<file path="config.mk">
export PLATFORM = sky130hd
export DESIGN_NAME = hilo_muldiv
export DESIGN_NICKNAME = d
export VERILOG_FILES = /design/src/rtl/mips_muldiv_pkg.sv /design/src/rtl/muldiv_signfix.sv /design/src/rtl/hilo_muldiv.sv
export SDC_FILE = /design/constraint.sdc
export NUM_CORES = 1
export LEC_CHECK = 0
export CORE_MARGIN = 4
export CORE_UTILIZATION = 40
export CTS_CLUSTER_SIZE = 40
export DETAILED_ROUTE_END_ITERATION = 12
export PLACE_DENSITY_LB_ADDON = 0.12
export SETUP_SLACK_MARGIN = 0.5
export SLEW_MARGIN = 10
export SYNTH_ARGS = -nofsm -noshare
export SYNTH_HDL_FRONTEND = slang
export SYNTH_SLANG_ARGS = --single-unit
export TNS_END_PERCENT = 30
</file>
<file path="constraint.sdc">
create_clock -name clk -period 9.94 [get_ports clk]
set_input_delay 0.994 -clock clk [delete_from_list [all_inputs] [get_ports clk]]
set_output_delay 0.994 -clock clk [all_outputs]
set_load 0.005 [all_outputs]
</file>
<file path="src/rtl/mips_muldiv_pkg.sv">
// Shared types and constants for the HI/LO multiply/divide unit.
package mips_muldiv_pkg;

    // One iteration per operand bit of the 32-bit datapath.
    localparam int ITER = 32;

    typedef enum logic [1:0] {
        OP_MULT  = 2'd0,
        OP_MULTU = 2'd1,
        OP_DIV   = 2'd2,
        OP_DIVU  = 2'd3
    } muldiv_op_t;

    typedef enum logic [1:0] {
        S_IDLE = 2'd0,
        S_RUN  = 2'd1,
        S_DONE = 2'd2
    } state_t;

    // Signed ops need operand magnitudes and a sign fix at the end.
    function automatic logic op_is_signed(input muldiv_op_t o);
        return (o == OP_MULT) || (o == OP_DIV);
    endfunction

    function automatic logic op_is_div(input muldiv_op_t o);
        return (o == OP_DIV) || (o == OP_DIVU);
    endfunction

    // Two's-complement magnitude, applied only when en is set.
    function automatic logic [31:0] cond_abs(input logic [31:0] v, input logic en);
        return (en && v[31]) ? (~v + 32'd1) : v;
    endfunction

endpackage

</file>
<file path="src/rtl/muldiv_signfix.sv">
// Conditional negation of the raw {hi, lo} result pair.
// Multiply: the whole 64-bit product is negated as one value.
// Divide: quotient (lo) and remainder (hi) are negated independently.
module muldiv_signfix (
    input  logic        is_div,
    input  logic        neg_main,
    input  logic        neg_rem,
    input  logic [63:0] raw,
    output logic [63:0] fixed
);

    // Select which halves get negated based on the op class.
    always_comb begin
        fixed = raw;
        if (!is_div) begin
            if (neg_main) begin
                fixed = ~raw + 64'd1;
            end
        end else begin
            if (neg_main) begin
                fixed[31:0] = ~raw[31:0] + 32'd1;
            end
            if (neg_rem) begin
                fixed[63:32] = ~raw[63:32] + 32'd1;
            end
        end
    end

endmodule

</file>
<file path="src/rtl/hilo_muldiv.sv">
// Iterative multiply/divide unit owning the HI/LO registers.
// Multiply is radix-2 shift-add over a 64-bit accumulator; divide is
// restoring division producing one quotient bit per RUN cycle. Both
// work on operand magnitudes; signs are restored on the completion edge.
//
// Handshake: start is a single-cycle request, accepted only when the
// unit is in IDLE or DONE (ignored in RUN, never queued). Operands are
// sampled on the accepting edge. done pulses for one cycle when hi/lo
// hold the new result; busy is high for every RUN cycle.
module hilo_muldiv #(
    parameter int ITER = mips_muldiv_pkg::ITER
) (
    input  logic        clk,
    input  logic        reset,
    input  logic        start,
    input  logic [1:0]  op,
    input  logic [31:0] op_a,
    input  logic [31:0] op_b,
    input  logic        hi_we,
    input  logic        lo_we,
    input  logic [31:0] wdata,
    input  logic        hilo_read,
    output logic        busy,
    output logic        done,
    output logic        stall,
    output logic        div_by_zero,
    output logic [31:0] hi,
    output logic [31:0] lo
);

    import mips_muldiv_pkg::*;

    // FSM state (observable as hilo_muldiv.state) and control flops.
    state_t      state;
    logic [4:0]  count;
    logic        busy_q;
    logic        done_q;
    logic        dbz_q;

    // Latched operation context.
    muldiv_op_t  op_q;
    logic        sgn_xor_q;
    logic [31:0] a_orig_q;
    logic        b_zero_q;

    // Iteration datapath.
    logic [63:0] mcand_q;
    logic [63:0] prod_q;
    logic [31:0] shreg_q;
    logic [31:0] divisor_q;
    logic [31:0] rem_q;

    logic [31:0] hi_q;
    logic [31:0] lo_q;

    // Start-side decode.
    muldiv_op_t  op_in;
    logic        in_signed;
    logic [31:0] a_mag;
    logic [31:0] b_mag;
    logic        accept;

    assign op_in     = muldiv_op_t'(op);
    assign in_signed = op_is_signed(op_in);
    assign a_mag     = cond_abs(op_a, in_signed);
    assign b_mag     = cond_abs(op_b, in_signed);
    assign accept    = start && ((state == S_IDLE) || (state == S_DONE));

    // One iteration step, shared by the RUN update and the completion edge.
    logic        is_div;
    logic [63:0] prod_step;
    logic [32:0] rem_shift;
    logic [32:0] rem_diff;
    logic        q_bit;
    logic [31:0] rem_step;
    logic [31:0] quo_step;
    logic        last;

    assign is_div    = op_is_div(op_q);
    assign prod_step = prod_q + (shreg_q[0] ? mcand_q : 64'd0);
    assign rem_shift = {rem_q, shreg_q[31]};
    // rem_shift < 2*divisor, so bit 32 of the difference acts as the borrow.
    assign rem_diff  = rem_shift - {1'b0, divisor_q};
    assign q_bit     = ~rem_diff[32];
    assign rem_step  = q_bit ? rem_diff[31:0] : rem_shift[31:0];
    assign quo_step  = {shreg_q[30:0], q_bit};
    assign last      = (state == S_RUN) && (count == 5'(ITER - 1));

    // Completion result: sign fix, then the divide-by-zero override.
    logic [63:0] raw_result;
    logic [63:0] fixed_result;
    logic        neg_main;
    logic        neg_rem;
    logic        dbz_now;
    logic [31:0] final_hi;
    logic [31:0] final_lo;

    assign raw_result = is_div ? {rem_step, quo_step} : prod_step;
    assign neg_main   = op_is_signed(op_q) && sgn_xor_q;
    assign neg_rem    = (op_q == OP_DIV) && a_orig_q[31];
    assign dbz_now    = is_div && b_zero_q;

    muldiv_signfix u_signfix (
        .is_div  (is_div),
        .neg_main(neg_main),
        .neg_rem (neg_rem),
        .raw     (raw_result),
        .fixed   (fixed_result)
    );

    assign final_hi = dbz_now ? a_orig_q : fixed_result[63:32];
    assign final_lo = dbz_now ? 32'hFFFF_FFFF : fixed_result[31:0];

    // Control FSM: IDLE -> RUN for ITER cycles -> DONE for one cycle.
    always_ff @(posedge clk) begin
        if (reset) begin
            state  <= S_IDLE;
            count  <= 5'd0;
            busy_q <= 1'b0;
            done_q <= 1'b0;
            dbz_q  <= 1'b0;
        end else begin
            case (state)
                S_IDLE: begin
                    if (start) begin
                        state  <= S_RUN;
                        busy_q <= 1'b1;
                        count  <= 5'd0;
                    end
                end
                S_RUN: begin
                    count <= count + 5'd1;
                    if (last) begin
                        state  <= S_DONE;
                        busy_q <= 1'b0;
                        done_q <= 1'b1;
                        dbz_q  <= dbz_now;
                    end
                end
                S_DONE: begin
                    done_q <= 1'b0;
                    dbz_q  <= 1'b0;
                    if (start) begin
                        state  <= S_RUN;
                        busy_q <= 1'b1;
                        count  <= 5'd0;
                    end else begin
                        state <= S_IDLE;
                    end
                end
                default: begin
                    state  <= S_IDLE;
                    busy_q <= 1'b0;
                    done_q <= 1'b0;
                    dbz_q  <= 1'b0;
                end
            endcase
        end
    end

    // Load operand magnitudes on accept, then iterate one bit per RUN cycle.
    always_ff @(posedge clk) begin
        if (reset) begin
            op_q      <= OP_MULT;
            sgn_xor_q <= 1'b0;
            a_orig_q  <= 32'd0;
            b_zero_q  <= 1'b0;
            mcand_q   <= 64'd0;
            prod_q    <= 64'd0;
            shreg_q   <= 32'd0;
            divisor_q <= 32'd0;
            rem_q     <= 32'd0;
        end else if (accept) begin
            op_q      <= op_in;
            sgn_xor_q <= op_a[31] ^ op_b[31];
            a_orig_q  <= op_a;
            b_zero_q  <= (op_b == 32'd0);
            mcand_q   <= {32'd0, a_mag};
            prod_q    <= 64'd0;
            // Multiply shifts the multiplier out LSB-first; divide shifts the
            // dividend out MSB-first while quotient bits fill in from below.
            shreg_q   <= op_is_div(op_in) ? a_mag : b_mag;
            divisor_q <= b_mag;
            rem_q     <= 32'd0;
        end else if (state == S_RUN) begin
            if (is_div) begin
                rem_q   <= rem_step;
                shreg_q <= quo_step;
            end else begin
                prod_q  <= prod_step;
                mcand_q <= mcand_q << 1;
                shreg_q <= shreg_q >> 1;
            end
        end
    end

    // HI/LO: completion result, with MTHI/MTLO taking priority per register.
    always_ff @(posedge clk) begin
        if (reset) begin
            hi_q <= 32'd0;
            lo_q <= 32'd0;
        end else begin
            if (last) begin
                hi_q <= final_hi;
                lo_q <= final_lo;
            end
            if (hi_we) begin
                hi_q <= wdata;
            end
            if (lo_we) begin
                lo_q <= wdata;
            end
        end
    end

    assign busy        = busy_q;
    assign done        = done_q;
    assign div_by_zero = dbz_q;
    assign stall       = hilo_read && (state == S_RUN);
    assign hi          = hi_q;
    assign lo          = lo_q;

endmodule
</file>
======== Yosys cells after proc, flatten, opt, wreduce, memory -nomap -nowiden ========
Cells that the tools add are included.
operators by class
  $add $sub $neg .......................... 8
  equal/unequal tests ..................... 11
  mux-type cells .......................... 35
  bitwise gates (word level) .............. 9
  reduce and logical (&&, ||, !) cells .... 30
operators by type and width
  operator                                       number
  two-way mux 32 bit                             18
  two-way mux 64 bit                             4
  adder 32 x 1 -> 32 bit, second input constant  4
  inverter 32 bit                                4
  adder 64 x 1 -> 64 bit, second input constant  1
  adder 64 bit                                   1
  inverter 64 bit                                1
  subtractor 33 x 32 -> 33 bit                   1
  zero test 32 bit                               1
  AND reduction 2 bit                            7
  == test 2 bit, second input constant           5
  case mux 5 bit (2 select lines)                1
  logical AND 1 bit                              8
  nonzero test 2 bit                             4
  zero test 2 bit                                3
  inequality test 2 bit, second input constant   3
  case mux 1 bit (2 select lines)                3
  case mux 2 bit (3 select lines)                1
  adder 5 x 1 -> 5 bit, second input constant    1
  == test 5 bit, second input constant           1
  logical OR 1 bit                               5
  two-way mux 1 bit                              5
  two-way mux 5 bit                              1
  two-way mux 2 bit                              2
  5 further kinds                                8
word-level totals
  flip-flop bits (word level) ............. 334
  bits of input ports ..................... 104
  output and inout bits ................... 68
  word-level logic and storage cells ...... 110

======== Depth between registers and ports, before layout ========
  word-level depth ........................ 10
  gate-level depth with buffers ........... 23
  gate-level depth less buffers ........... 21

======== Cells and area by module ========
A second synthesis with hierarchy kept.
second synthesis, totals
  cells, all modules ...................... 3267
  area total of the unflattened synthesis .. 23343.6 sq um
by module, submodules not included
  module          times used  cells an instance  area each (sq um)  sequential area each (sq um)
  hilo_muldiv     1           2969               21420.5            6686.4
  muldiv_signfix  1           298                1923.1             0.0

======== Least setup slack after synthesis ========
OpenSTA, ideal clock, no wires.
  path type ............................... register to register
  from .................................... reg shreg_q[0]
  to ...................................... reg hi_q[23], in the netlist hi[23]
  library setup time ...................... 132 ps
  arrival ................................. 4711 ps
  required time ........................... 9808 ps
  setup slack ............................. 5096 ps
  stages on the path, launching flop included .. 20
  buffers on the path ..................... 2
  period minus slack after synthesis ...... 4844 ps
  cells stage by stage .................... dfxtp_1 -> clkbuf_1 -> clkbuf_1 -> and2_1 -> ha_1 -> inv_1 -> fa_1 -> nand2b_1 -> a21oi_2 -> o21ai_2 -> and4_1 -> a221o_1 -> nor4_4 -> nand3_1 -> a2111oi_4 -> a31oi_2 -> o21a_1 -> or4_4 -> mux2i_1 -> a21oi_1
between the ends
  longest elaborated chain between the ends .. 10
  elaborated cells on any way between the ends .. 13
  those cells by class .................... 3 x add/sub; 8 x mux; 2 x bitwise
ends and longest elaborated chain
  what                                                              RTL line                                    source
  start, declared                                                   hilo_muldiv.sv:49                           logic [31:0] shreg_q;
  start signal, assigned                                            hilo_muldiv.sv:182                          shreg_q <= op_is_div(op_in) ? a_mag : b_mag;
  start signal, assigned                                            hilo_muldiv.sv:188                          shreg_q <= quo_step;
  start signal, assigned                                            hilo_muldiv.sv:192                          shreg_q <= shreg_q >> 1;
  two-way mux 64 bit                                                hilo_muldiv.sv:80                           assign prod_step = prod_q + (shreg_q[0] ? mcand_q : 64'd0);
  adder 64 bit                                                      hilo_muldiv.sv:80
  two-way mux 64 bit *                                              hilo_muldiv.sv:98                           assign raw_result = is_div ? {rem_step, quo_step} : prod_step;
  inverter 64 bit or inverter 32 bit (tied branches)                muldiv_signfix.sv:17, muldiv_signfix.sv:24
  adder 64 x 1 -> 64 bit or adder 32 x 1 -> 32 bit (tied branches)  muldiv_signfix.sv:17, muldiv_signfix.sv:24
  two-way mux 64 bit or two-way mux 32 bit (tied branches)          muldiv_signfix.sv:16, muldiv_signfix.sv:23
  two-way mux 64 bit *                                              muldiv_signfix.sv:15                        if (!is_div) begin
  two-way mux 32 bit *                                              hilo_muldiv.sv:111                          assign final_hi = dbz_now ? a_orig_q : fixed_result[63:32];
  two-way mux 32 bit *                                              hilo_muldiv.sv:203                          if (last) begin
  two-way mux 32 bit *                                              hilo_muldiv.sv:207                          if (hi_we) begin
  end signal, assigned                                              hilo_muldiv.sv:204                          hi_q <= final_hi;
  end signal, assigned                                              hilo_muldiv.sv:208                          hi_q <= wdata;
  end, declared                                                     hilo_muldiv.sv:53                           logic [31:0] hi_q;
Every way passes the cells marked *; elsewhere a longest branch is shown, timed or not. The select of a mux whose other input is x is not followed.
A chain may end at the register's enable or synchronous reset.

======== Final worst setup path ========
  from .................................... reg shreg_q[0]
  to ...................................... reg hi_q[29], in the netlist hi[29]
The elaborated chain is that of the path after synthesis.

==> metrics.csv <==
stage;metric;value;unit
final_layout;fillers;6529;
floorplanning;Ports;172;
placed_design;number of port buffers;171;
global_route;initial antenna violation count;5;
timing;fin crit share;0.661;
global_route;largest net degree at the start of global routing;154;
synthesis;Main synth FF type;dfxtp_1;
worst_setup_path;slowest cell delay on critical path;1.01;ns
global_route;via count of the first global-routing pass;25700;
worst_setup_path;crit-path most repeated cell;o21ai_0;
clock_network;CTS root buffer;clkbuf_16;
placed_design;cell count after placement;4441;
timing;slew margin rel.;0.208;
worst_setup_path;Cell Chain, Critical Path;and2_1, ha_1, inv_1, fa_1, nand2b_1, a21oi_2, o211ai_1, and3_1, a311oi_1, o311ai_0, nor3_2, nor4b_1, o21ai_0, o21ai_0, nand4_1, mux2i_1, nand3_1;
synthesis;Post-synth EDFFs;0;
clock_network;Clk pin slew, worst setup/hold paths;0.06;ns
timing;Hold Vio Cnt, Final;0;
timing;Worst-Margin Slew;1.18;ns
worst_setup_path;startpoint types;flip-flop;
run_status;status;complete, no violations;
floorplanning;DIE HEIGHT;261;µm
synthesis;post-synthesis cell type count;100;
clock_network;Bufs on Longest Clock Path;3;
synthesis;Post-Syn Nets;3824;
clock_network;clock sink count;334;
placed_design;gpl congestion;1.06;
routing;Remaining DRCs;0;
routing;routed len/inst;25.8;µm
routing;DRT iter0 DRCs;3103;
hold_path;worst min path class;reg2reg;
worst_setup_path;CP arrival;7.07;ns
worst_setup_path;type of destination of the critical path;flip-flop;
clock_network;CTS tree;built;
final_layout;Layout Area Growth over Synthesis;14.3;%
synthesis;Yosys Warn Count;0;
routing;total wire length;117;mm
timing;Peak Freq;0.152;GHz
global_route;first-pass GRT wire length;170;mm
power;power per cell area;139;nW/µm²
worst_setup_path;Worst Path Class, Setup;reg2reg;
worst_setup_path;Critical Path RT;10.43;ns
routing;DRT antenna net count;0;
placed_design;Setup WS pre-CTS;3.49;ns
synthesis;Async SR Flop Fraction;0;
floorplanning;full die area;68000;µm²
power;worst vdd ir;0.123;mV
final_layout;fin cells;4520;
floorplanning;num rows;92;
timing;Final min period;6.57;ns
worst_setup_path;Critical-path top delay cell;dfxtp_2;
global_route;GRT overflow;0;
routing;DR vias/cell;6.18;
worst_setup_path;Worst Path Max Fanout;66;
synthesis;cells after synthesis;3617;
clock_network;CTS Hold Bufs;0;
clock_network;Num CTS Buffers;42;
floorplanning;width of the die;261;µm
timing;RSZ-0062 raised after global routing;no;
final_layout;area of the multi-input gates;17700;µm²
synthesis;Syn Area/Cell;7.07;µm²
clock_network;postcts setup bufs;0;
timing;setup slack after layout;3.37;ns
final_layout;nets@finish;3846;
placed_design;DP Wirelength;91.8;mm
final_layout;register area;6690;µm²
final_layout;most frequent cells in the layout;nand2_1, nor2_1, a21oi_1, dfxtp_1, clkdlybuf4s50_1;
floorplanning;Initial Util;0.405;
clock_network;htree depth;2;
clock_network;post-CTS resize count;0;
synthesis;sequential element share of the synthesized area;0.261;
timing;Slew Limit Fails;0;
synthesis;Cell Area, Synth;25600;µm²
routing;Pre-antenna DRT Iters;7;
timing;Worst Skew;0.0587;ns
power;leakage power;0.0108;µW
synthesis;Synth Register Bits;334;
timing;# setup viols final;0;
global_route;gr usage total;0.330;
clock_network;worst skew pair latency;0.62;ns
routing;via count;27900;
final_layout;layout cell share with drive strength beyond 1;0.0490;
worst_setup_path;r2r setup slk;3.37;ns
flow_run;Max Cap Viol;0;
power;Power Total;4060;µW
final_layout;commonest non-fill, non-tap cell in the layout;nand2_1;
timing;setup TNS;0;ns
floorplanning;Core ar.;63200;µm²
final timing paths:
check | from | endpoint | depth (start not counted)
setup / recovery | shreg_q[0] | hi[29] | 17
setup reg to reg | shreg_q[0] | hi[29] | 17
hold reg to reg | a_orig_q[12] | a_orig_q[12] | 2
hold / removal | a_orig_q[12] | a_orig_q[12] | 2
worst max-delay path: cells and delay by family (launching register included):
family / cells / cell delay [ns]
AO/OA/AOI/OAI: 6 / 2.50
AND/OR/NAND/NOR: 7 / 2.10
flip-flops: 1 / 1.01
adder cells (fa/ha/maj): 2 / 0.58
multiplexers: 1 / 0.19
buffers and inverters: 1 / 0.06
flip-flops by register name, indices dropped and copies added (netlist names):
signal,count
op_q,2
rem_q,32
lo,32
divisor_q,32
done,1
shreg_q,32
b_zero_q,1
prod_q,64
busy,1
hi,32
mcand_q,64
div_by_zero,1
state,2
count,5
sgn_xor_q,1
a_orig_q,32
where the power goes:
group | internal [µW] | switching, µW | total, µW | leakage (µW)
clock network | 942 | 667 | 1610 | 0.000704
logic | 319 | 640 | 959 | 0.00738
registers | 1400 | 87.2 | 1490 | 0.00273
total | 2660 | 1390 | 4060 | 0.0108
layer usage:
| layer | GRT usage | vias to the layer above | share of wire |
|---|---|---|---|
| li1 | - | 13100 | - |
| met1 | 0.464 | 13300 | 0.43 |
| met2 | 0.485 | 1239 | 0.42 |
| met3 | 0.0489 | 222 | 0.083 |
| met4 | 0.181 | 0 | 0.067 |
| met5 | 0 | - | 0 |
cell type report:
cell class                      count  share of cell area
Multi-Input combinational cell   2975               0.607
Sequential cell                   334               0.229
Timing Repair Buffer              211              0.0688
Clock buffer                       62              0.0419
Tap cell                          846              0.0362
Inverter                           75             0.00967
Clock inverter                     16             0.00715
Antenna cell                        1           0.0000856
Yosys cell counts (all sizes together), types with 26 or more instances:
cell type,count,area [µm²]
mux2i,63,631
ha,101,1260
clkbuf,184,691
nand2,525,1970
and3,33,213
nor2,465,1750
a211oi,107,821
xnor2,90,788
and2,92,578
nand4,43,269
inv,74,278
a21o,43,323
a31oi,41,263
o21ai,180,916
nand3,70,350
o211ai,67,508
o31ai,26,195
nor4,31,224
buf,49,225
nor3,90,455
a221oi,46,409
dfxtp,334,6690
or3,36,226
xor2,81,709
a21oi,437,2200
cell families (layout without fill, tap and decap cells):
group	after synthesis	in the layout	share of synthesized area
AOI/OAI and AO/OA	1146	1146	0.288
xor gates and xnor gates	172	172	0.0594
adders and majority gates	103	103	0.0510
buffers and inverters	308	364	0.0468
DFF	334	334	0.261
muxes	76	76	0.0304
other	0	1	0
and+or+nand+nor	1478	1478	0.263
through the flow:
step	hold WS, ns	cell area [µm²]	utilization
final	0.453	29200	0.463
after detailed placement	0.444	27800	0.440
after CTS	0.453	29200	0.462
after global routing	0.475	29200	0.463
after global placement	0.442	27800	0.440
after floorplan	0.432	25600	-
Power figures use the tool's default switching activity.
